==> src/rtl/cache_arbiter.sv <==
// cache_arbiter: round-robin share of one line-granular memory port between I-cache and D-cache, with a sticky watchdog
//   ports: clk, rst (sync, active-high); i_read/i_addr -> i_rdata/i_resp;
//          d_read/d_write/d_addr/d_wdata -> d_rdata/d_resp;
//          m_read/m_write/m_addr/m_wdata <- m_rdata/m_resp; err = sticky watchdog flag
module cache_arbiter #(
  parameter int LINE_W  = 256,
  parameter int ADDR_W  = 32,
  parameter int TIMEOUT = 4096
) (
  input  logic              clk,
  input  logic              rst,
  input  logic              i_read,
  input  logic [ADDR_W-1:0] i_addr,
  output logic [LINE_W-1:0] i_rdata,
  output logic              i_resp,
  input  logic              d_read,
  input  logic              d_write,
  input  logic [ADDR_W-1:0] d_addr,
  input  logic [LINE_W-1:0] d_wdata,
  output logic [LINE_W-1:0] d_rdata,
  output logic              d_resp,
  output logic              m_read,
  output logic              m_write,
  output logic [ADDR_W-1:0] m_addr,
  output logic [LINE_W-1:0] m_wdata,
  input  logic [LINE_W-1:0] m_rdata,
  input  logic              m_resp,
  output logic              err
);
  localparam logic [ADDR_W-1:0] MASK = ~ADDR_W'(LINE_W / 8 - 1);
  localparam int WD_W = $clog2(TIMEOUT + 1);
  typedef enum logic [1:0] {IDLE, SERVE_I, SERVE_D} state_t;
  state_t state;
  logic last_d;
  logic [WD_W-1:0] wdog;
  logic d_req, pick_d;
  assign d_req   = d_read | d_write;
  assign pick_d  = d_req & (~i_read | ~last_d);
  assign i_rdata = m_rdata;
  assign d_rdata = m_rdata;
  assign i_resp  = (state == SERVE_I) & m_resp;
  assign d_resp  = (state == SERVE_D) & m_resp;
  // Command is latched at grant so a requester dropping mid-transaction cannot abort memory
  always_ff @(posedge clk) begin
    if (rst) begin
      state   <= IDLE;
      last_d  <= 1'b0;
      wdog    <= '0;
      err     <= 1'b0;
      m_read  <= 1'b0;
      m_write <= 1'b0;
      m_addr  <= '0;
      m_wdata <= '0;
    end else if (state == IDLE) begin
      if (i_read | d_req) begin
        state   <= pick_d ? SERVE_D : SERVE_I;
        last_d  <= pick_d;
        wdog    <= '0;
        m_read  <= pick_d ? d_read & ~d_write : 1'b1;
        m_write <= pick_d & d_write;
        m_addr  <= (pick_d ? d_addr : i_addr) & MASK;
        m_wdata <= pick_d ? d_wdata : '0;
      end
    end else if (m_resp) begin
      state   <= IDLE;
      m_read  <= 1'b0;
      m_write <= 1'b0;
      m_addr  <= '0;
      m_wdata <= '0;
    end else begin
      wdog <= (wdog == WD_W'(TIMEOUT)) ? wdog : wdog + 1'b1;
      if (wdog == WD_W'(TIMEOUT - 1)) err <= 1'b1;
    end
  end
endmodule
==> config.mk <==
export PLATFORM = sky130hd
export DESIGN_NAME = cache_arbiter
export DESIGN_NICKNAME = d
export VERILOG_FILES = /design/src/rtl/cache_arbiter.sv
export SDC_FILE = /design/constraint.sdc
export NUM_CORES = 1
export LEC_CHECK = 0
export ABC_CLOCK_PERIOD_IN_PS = 2300
export BUFFER_PORTS_ARGS = -buffer_cell sky130_fd_sc_hd__buf_2
export CORE_AREA = 2 2 538 540
export DETAILED_ROUTE_END_ITERATION = 16
export DIE_AREA = 0 0 540 542
export PLACE_DENSITY = 0.3
export SYNTH_ARGS = -nofsm -noshare
export SYNTH_HDL_FRONTEND = slang
export SYNTH_SLANG_ARGS = --single-unit
export TNS_END_PERCENT = 30
==> constraint.sdc <==
create_clock -name clk -period 2.3 [get_ports clk]
set_clock_uncertainty 0.1 [all_clocks]
set_input_delay 0.23 -clock clk [delete_from_list [all_inputs] [get_ports clk]]
set_output_delay 0.23 -clock clk [all_outputs]
set_load 0.005 [all_outputs]
Word-level counts from Yosys, hierarchy flattened:

Index checks and enable logic that the tools add are counted.

* add/subtract/negate cells: 1
* $mul: 0
* div/mod/pow operators: 0
* magnitude comparators: 0
* equal/unequal tests: 7
* shift operators: 0
* muxes and demuxes: 22
* bitwise gates (word level): 13
* reductions and logical operators: 6

Operators by type and width (number)
* 256-bit two-way mux: 4
* 32-bit two-way mux: 4
* 13-bit two-way mux: 4
* 13-bit by 1-bit adder with 13-bit output, second input constant: 1
* 13-bit by 12-bit == test with 1-bit output, second input constant: 1
* 13-bit == test, second input constant: 1
* 2-bit two-way mux: 4
* 1-bit two-way mux: 6
* 3-bit AND reduction: 2
* 1-bit AND: 5
* 1-bit inverter: 5
* 2-bit by 1-bit inequality test with 1-bit output, second input constant: 2
* 2-bit AND reduction: 2
* 1-bit bitwise OR: 3
* 2-bit by 1-bit == test with 1-bit output, second input constant: 1
* 2-bit == test, second input constant: 1
* 2-bit logical NOT: 1
* 2-bit inequality test, second input constant: 1
* 2-bit nonzero test: 1

* register bits after elaboration: 307
* latch bits: 0
* memory bits (writable): 0
* ROM bits: 0
* bits of input ports: 582
* output and inout bits: 805
* memories kept: 0

Logic depth before layout (Yosys ltp):

Gate-level depths: netlist of the first run.

* depth after elaboration: 6
* depth in mapped cells: 7

Least setup slack after synthesis of the first run:

Ideal clock, no wire load.

* path type: reg-to-reg
* from: register wdog[0]
* to: register wdog[1]
* arrival time: 1.830 ns
* data required time: 2.133 ns
* slack: 0.303 ns
* cell stages (with the launch flop): 8
* buffers on the path: 1
* path through: dfxtp_1 inv_1 ha_1 or4b_1 or3_1 buf_6 a211o_1 a21oi_2

* word-level cells in the longest chain between the ends: 4

Ends and longest elaborated chain
* start: declaration: line 35 `logic [WD_W-1:0] wdog;`
* start signal: assignment: line 71 `wdog <= (wdog == WD_W'(TIMEOUT)) ? wdog : wdog + 1'b1;`
* 13-bit by 1-bit adder with 13-bit output: line 71
* 13-bit two-way mux: line 71
* 13-bit two-way mux: line 64 `end else if (m_resp) begin`
* 13-bit two-way mux: line 54 `end else if (state == IDLE) begin`

Parallel ways exist; a longest one is shown, timed or not. The select of a mux whose other input is x is not followed.
A chain may end at the register's enable or synchronous reset.

Final worst setup path of the first run:

* from: input port d_write
* to: register m_wdata[237]

* word-level cells in the longest chain between the ends: 5

Ends and longest elaborated chain
* start: declaration: line 17 `input logic d_write,`
* 1-bit bitwise OR (*): line 37 `assign d_req = d_read | d_write;`
* 1-bit AND: line 38 `assign pick_d = d_req & (~i_read | ~last_d);`
* 256-bit two-way mux: line 62 `m_wdata <= pick_d ? d_wdata : '0;`
* 256-bit two-way mux: line 55 `if (i_read | d_req) begin`
* 256-bit two-way mux: line 54
* end signal: assignment: line 62
* end: declaration: line 25 `output logic [LINE_W-1:0] m_wdata,`

Every way passes the cells marked *; elsewhere a longest branch is shown, timed or not. The select of a mux whose other input is x is not followed.

==> out/summary.txt, run 1 <==
CTS root buffer: clkbuf_16
MaxCap Viol Count: 0
Total gr overflow: 0
GRT Overall Usage: 10.3%
Startpoint types: input port
Die area: 293000 um2
Final core area utilization: 8.10%
Pwr Density: 710 nW/um2
Via density: 2.31
Rows: 197
Peak VDD IR: 0.383 mV
Antenna violations before repair: 36
Placed wire-length estimate: 140 mm
Max Root-Sink Buffers: 3
Area Growth Syn to Fin: 60.1%
Via count: 13500
Pre-antenna DRT Iters: 7
Core ar.: 287000 um2
Status: complete, no violations
Starting Density: 5.06%
Worst-path cell chain: dlygate4sd3_1, buf_2, or3_1, mux2i_4, buf_12, a22oi_1, nor2_1, dlygate4sd3_1
CP max FO: 23
Sink Count: 302
Routed len/inst: 26.8 um
Clk network pwr share: 41.3%
Fin crit period: 2210 ps
Combinational share of power: 22.6%
Placed Instances: 5447
Pins Over Slew Limit: 0
Post-route ant nets: 0
Setup Crit Path Kind: input port to flop
Switching Share: 31.7%
Main synth FF type: dfxtp_1
Seq/Total Area, Yosys: 41.6%
Global-route wire length before repair: 188 mm
Syn Area/Cell: 8.95 um2
CTS H-tree depth: 2
Ys async rst share: 0%
Area of the mapped netlist: 14500 um2
Switch Pwr: 5.24 mW
Die Ht: 542 um
Critical path's slowest cell: dlygate4sd3_1
Largest net degree at the start of global routing: 94
Final nets: 2614
Initial DRC Count: 751
Crit path DAT: 2680 ps
CTS Buf Count: 41
Crit. End Element: flop
Layout cells sized above 1: 37.1%
I/O Buffers: 603
Fin. Hold Viols: 0
CTS tree: built
Drt total wl: 157 mm
Finish-stage setup viols: 0
Netlist cell types: 45
Reg power frac: 36.1%
Period utilisation layout: 96.0%
Fmax: 453 MHz
Post-Layout Cell Count: 5851
FF+latch count, synth: 302
Vias in the first global route: 14000
Hold crit path type: input port to flop
Rel. slew slack: 46.6%
RePlAce Congestion: 0.840
Worst-Margin Slew: 802 ps
Syn. warnings: 0
Synth Instances: 1623
Worst-path clk slew: 60 ps
Worst stage delay on the critical path: 560 ps
Pint: 11.3 mW
Skew-Pair Late Insertion Delay: 630 ps
Post-synth EDFFs: 0
# IOs: 1387
Post-route DRC: 0
Worst EP required: 2780 ps
Leak pwr: 8.90 nW
Cell repeated most along the worst path: dlygate4sd3_1
Die width: 540 um
metal layers:
| layer | GRT usage, % | part of all wire, % | wire length (um) | up-vias |
|---|---|---|---|---|
| met5 | 0.986 | 0.23 | 367 | - |
| met4 | 2.68 | 2.7 | 4190 | 4 |
| met3 | 13.5 | 29 | 44800 | 205 |
| met2 | 16.6 | 45 | 71100 | 1431 |
| met1 | 6.71 | 23 | 36100 | 6026 |
| li1 | - | - | - | 5831 |
layout make-up:
type	instances	area (um2)
Clock inverter	18	188
Tap cell	3781	4730
Antenna cell	8	20.0
Timing Repair Buffer	979	6860
Clock buffer	57	1210
Sequential cell	302	6050
Inverter	6	22.5
Fill cell	33800	264000
Multi-Input combinational cell	700	4170
cell usage after synthesis, drive strengths merged, types with 2 or more instances:
master	count	area share [%]
nand2b	2	0.086
a21oi	9	0.34
a311oi	2	0.12
mux2	27	2.1
clkbuf	49	1.3
inv	6	0.16
nor2	294	7.6
a21boi	3	0.16
dfxtp	302	42
buf	570	29
nor3	4	0.14
nand3	8	0.28
a22oi	286	15
or4b	2	0.14
or4	3	0.16
nand4	2	0.086
mux2i	4	0.28
nand2	15	0.39
a31oi	4	0.17
o21ai	4	0.14
ha	2	0.17
or3	4	0.17
o32ai	3	0.18
nor4	2	0.086
critical path, delay by kind of cell:
| family | cells | cell delay (ps) |
|---|---|---|
| buffers and inverters | 4 | 1490 |
| AND/OR/NAND/NOR | 2 | 580 |
| multiplexers | 1 | 240 |
| AO/OA/AOI/OAI | 1 | 90 |
registers in the layout, summed over array words and instances (netlist names):
name and flops:
err 1, last_d 1, m_addr 27, m_read 1, m_wdata 256, m_write 1
state 2, wdog 13
kinds of logic after synthesis:
group / synth area share [%]
DFF: 41.6
adders and majority gates: 0.172
muxes: 2.37
other: 0.0258
and+or+nand+nor: 9.37
buffers and inverters: 30.0
AOI/OAI and AO/OA: 16.5
power groups by stage:
stage | combinational [mW] | clock [mW] | sequential, mW
after floorplan | 2.05 | 0 | 6.06
after global placement | 3.31 | 0 | 6.06
after detailed placement | 3.29 | 0 | 6.06
after CTS | 3.83 | 7.17 | 5.96
after global routing | 4.12 | 7.30 | 6.01
final | 3.73 | 6.81 | 5.96
path summary, 6_finish.rpt:
path,cells past startpoint,to,start,slack [ps]
hold / removal,5,state[0]$_SDFFE_PP0P_,d_read,60
hold reg to reg,2,err$_SDFFE_PP0P_,err$_SDFFE_PP0P_,380
setup reg to reg,6,m_addr[15]$_SDFFE_PP0P_,last_d$_SDFFE_PP0P_,90
setup / recovery,8,m_wdata[237]$_SDFFE_PP0P_,d_write,90
layout by cell type (no fill, tap or decap), types with 4 or more instances in the layout:
master and count:
conb_1 5, mux2_2 27, clkbuf_16 42, nand2_1 15
a31oi_1 4, or3_1 4, diode_2 8, clkinvlp_4 4
buf_2 602, buf_12 16, a21oi_1 8, dlygate4sd3_1 319
a22oi_1 286, nor3_1 4, clkinv_2 7, nor2_1 292
clkbuf_8 10, nand3_1 8, inv_1 6, dfxtp_1 302
buf_4 40, clkbuf_1 5
timing repair:
action | CTS | global route
gates resized for setup | 0 | 4
endpoints found under the hold margin | 288 | 0
hold buffers | 319 | 0
setup endpoints to repair | 0 | 22
setup buffers | 0 | 2
metrics by stage:
step,hold slack [ps],area [um2],total power [mW],worst slack [ps],TNS (ps)
floorplan,243,14500,8.10,303,0
global placement,360,18600,9.37,198,0
detailed placement,360,18600,9.35,214,0
CTS,42.4,23200,17.0,12.2,0
global route,56.8,23200,17.4,-0.0382,-0.0382
finish,62.9,23200,16.5,92.6,0
Power figures use the tool's default switching activity.
==> inputs of run 2 (changes only) <==
- CORE_AREA: 2 2 538 540 -> 5 5 532 534
- DIE_AREA: 0 0 540 542 -> 0 0 537 539
==> run 2 against run 1 <==
Against the previous run:
- cell count decreased by 1.1%
- first-iteration DRC count is 18% lower
- fmax increased by 1.8%
- power up 1.1%
- setup slack improved by 39 ps
- combinational power increased by 4%
- design area shrank 0.47%
- clock power up 0.6%
- core utilization is 0.22 points higher
- largest cell class unchanged
==> out/summary.txt, run 2 (synthesized netlist as in run 1, its figures left out) <==
Status: complete, no violations
Placed Instances: 5391
# IOs: 1387
Drt total wl: 166 mm
Max Root-Sink Buffers: 3
Core ar.: 278000 um2
Finish-stage setup viols: 0
Fin crit period: 2170 ps
CP Capture Point: m_addr[15]$_SDFFE_PP0P_
Pre-antenna DRT Iters: 5
Antenna violations before repair: 40
Biggest regs: m_wdata: 256 flops, m_addr: 27 flops, wdog: 13 flops
Worst setup margin: 131 ps
GRT met2 Usage: 17.8%
Initial DRC Count: 614
TNS Setup: 0 ps
Global-route wire length before repair: 196 mm
Pins Over Slew Limit: 0
Die Ht: 539 um
Total power: 16.7 mW
Peak VDD IR: 0.530 mV
Worst r2r src: last_d$_SDFFE_PP0P_
CTS root buffer: clkbuf_16
I/O Buffers: 603
Top Usage Layer GRT: met2
Rows: 194
Startpoint types: flop
Setup WS pre-CTS: 165 ps
Routed len/inst: 28.6 um
Commonest cells after routing, fill and taps aside: buf_2, dlygate4sd3_1, dfxtp_1
Worst-Margin Slew: 692 ps
Vias in the first global route: 14000
Period utilisation layout: 94.3%
MaxCap Viol Count: 0
Largest net degree at the start of global routing: 72
Crit. End Element: flop
Pwr Density: 721 nW/um2
Via count: 13400
CTS tree: built
GR Util met3: 14.4%
Multi-input gate area: 4160 um2
Rel. slew slack: 53.9%
Worst-path clk slew: 60 ps
Post-Layout Cell Count: 5785
Fill count: 32500
Most common cell after layout, fill and taps aside: buf_2
Starting Density: 5.22%
Die width: 537 um
RSZ-0062 raised after global routing: false
Fin. Hold Viols: 0
Skew-Pair Late Insertion Delay: 620 ps
Worst stage delay on the critical path: 560 ps
Design Area, Final: 23100 um2
Hold_ws: 88.3 ps
Die area: 289000 um2
Worst-path cell chain: o2bb2ai_2, buf_8, mux2_2, dlygate4sd3_1, a22oi_1, nor2_1
CTS Buf Count: 42
Post-route ant nets: 0
Met1 Use GR: 7.04%
Area Growth Syn to Fin: 59.3%
Fmax: 461 MHz
Sink Count: 302
CTS H-tree depth: 2
Post-route DRC: 0
GRT Overall Usage: 10.8%
CP max FO: 28
RePlAce Congestion: 0.794
Setup Crit Path Kind: flop to flop
Hold crit path type: input port to flop
Final nets: 2609
Reg-to-reg slack, setup: 130 ps
Layout cells sized above 1: 37.0%
Largest Register: m_wdata
Crit path launch: last_d$_SDFFE_PP0P_
Total gr overflow: 0
Final core area utilization: 8.32%
Placed wire-length estimate: 149 mm
Largest register FFs: 256
Critical path's slowest cell: dlygate4sd3_1
Crit path DAT: 2580 ps
Worst r2r dst: m_addr[15]$_SDFFE_PP0P_
Worst EP required: 2710 ps
Register area: 6050 um2
Via density: 2.32
Dpl cell area: 18600 um2
Leak pwr: 8.88 nW
Worst r2r path cells: 6
==> run 2: changes by cell type in the layout (fill, tap and decap cells not counted), sizes merged <==
cell,change
bufinv,+1
inv,-2
clkbuf,-1
clkinvlp,-1
diode,-4
buf,-1
clkinv,+4
dlygate4sd3,-5
==> run 2: layer usage <==
layer | wire length [um] | vias up
met5 | 0 | -
met2 | 75700 | 1397
met3 | 48100 | 196
met4 | 4300 | 0
met1 | 37600 | 6008
li1 | - | 5819
==> run 2: worst min path at each step <==
stage,start,to,depth (start not counted)
floorplan,m_resp,m_read$_SDFFE_PP0P_,1
global placement,m_rdata[244],d_rdata[244],0
detailed placement,m_rdata[244],d_rdata[244],0
CTS,d_read,state[0]$_SDFFE_PP0P_,5
global route,d_read,state[0]$_SDFFE_PP0P_,5
finish,d_read,state[0]$_SDFFE_PP0P_,5
==> run 2: what timing repair did <==
| item | in CTS | in global routing |
|---|---|---|
| endpoints found under the hold margin | 290 | 0 |
| gates resized for setup | 0 | 2 |
| setup buffers | 0 | 0 |
| endpoints found under the setup margin | 0 | 25 |
| hold buffers | 314 | 0 |
==> run 2: critical path: cells and delay by family, from the launching register on <==
family / cells / cell delay [ps]
AOI/OAI and AO/OA: 2 / 340
buffers and inverters: 2 / 820
DFF: 1 / 370
muxes: 1 / 360
and+or+nand+nor: 1 / 50
==> run 2: power by group <==
part	internal (mW)	switching (mW)
registers	5.69	0.265
clock network	4.00	2.85
logic	1.66	2.22
total	11.3	5.34
==> run 2: layout make-up <==
class	count	area share, %
antenna	4	0.0433
tap	3724	20.1
clock inverter	20	0.903
inverter	6	0.0974
timing repair buffer	973	29.5
multi-input combinational	700	18.0
clock buffer	56	5.17
sequential	302	26.1
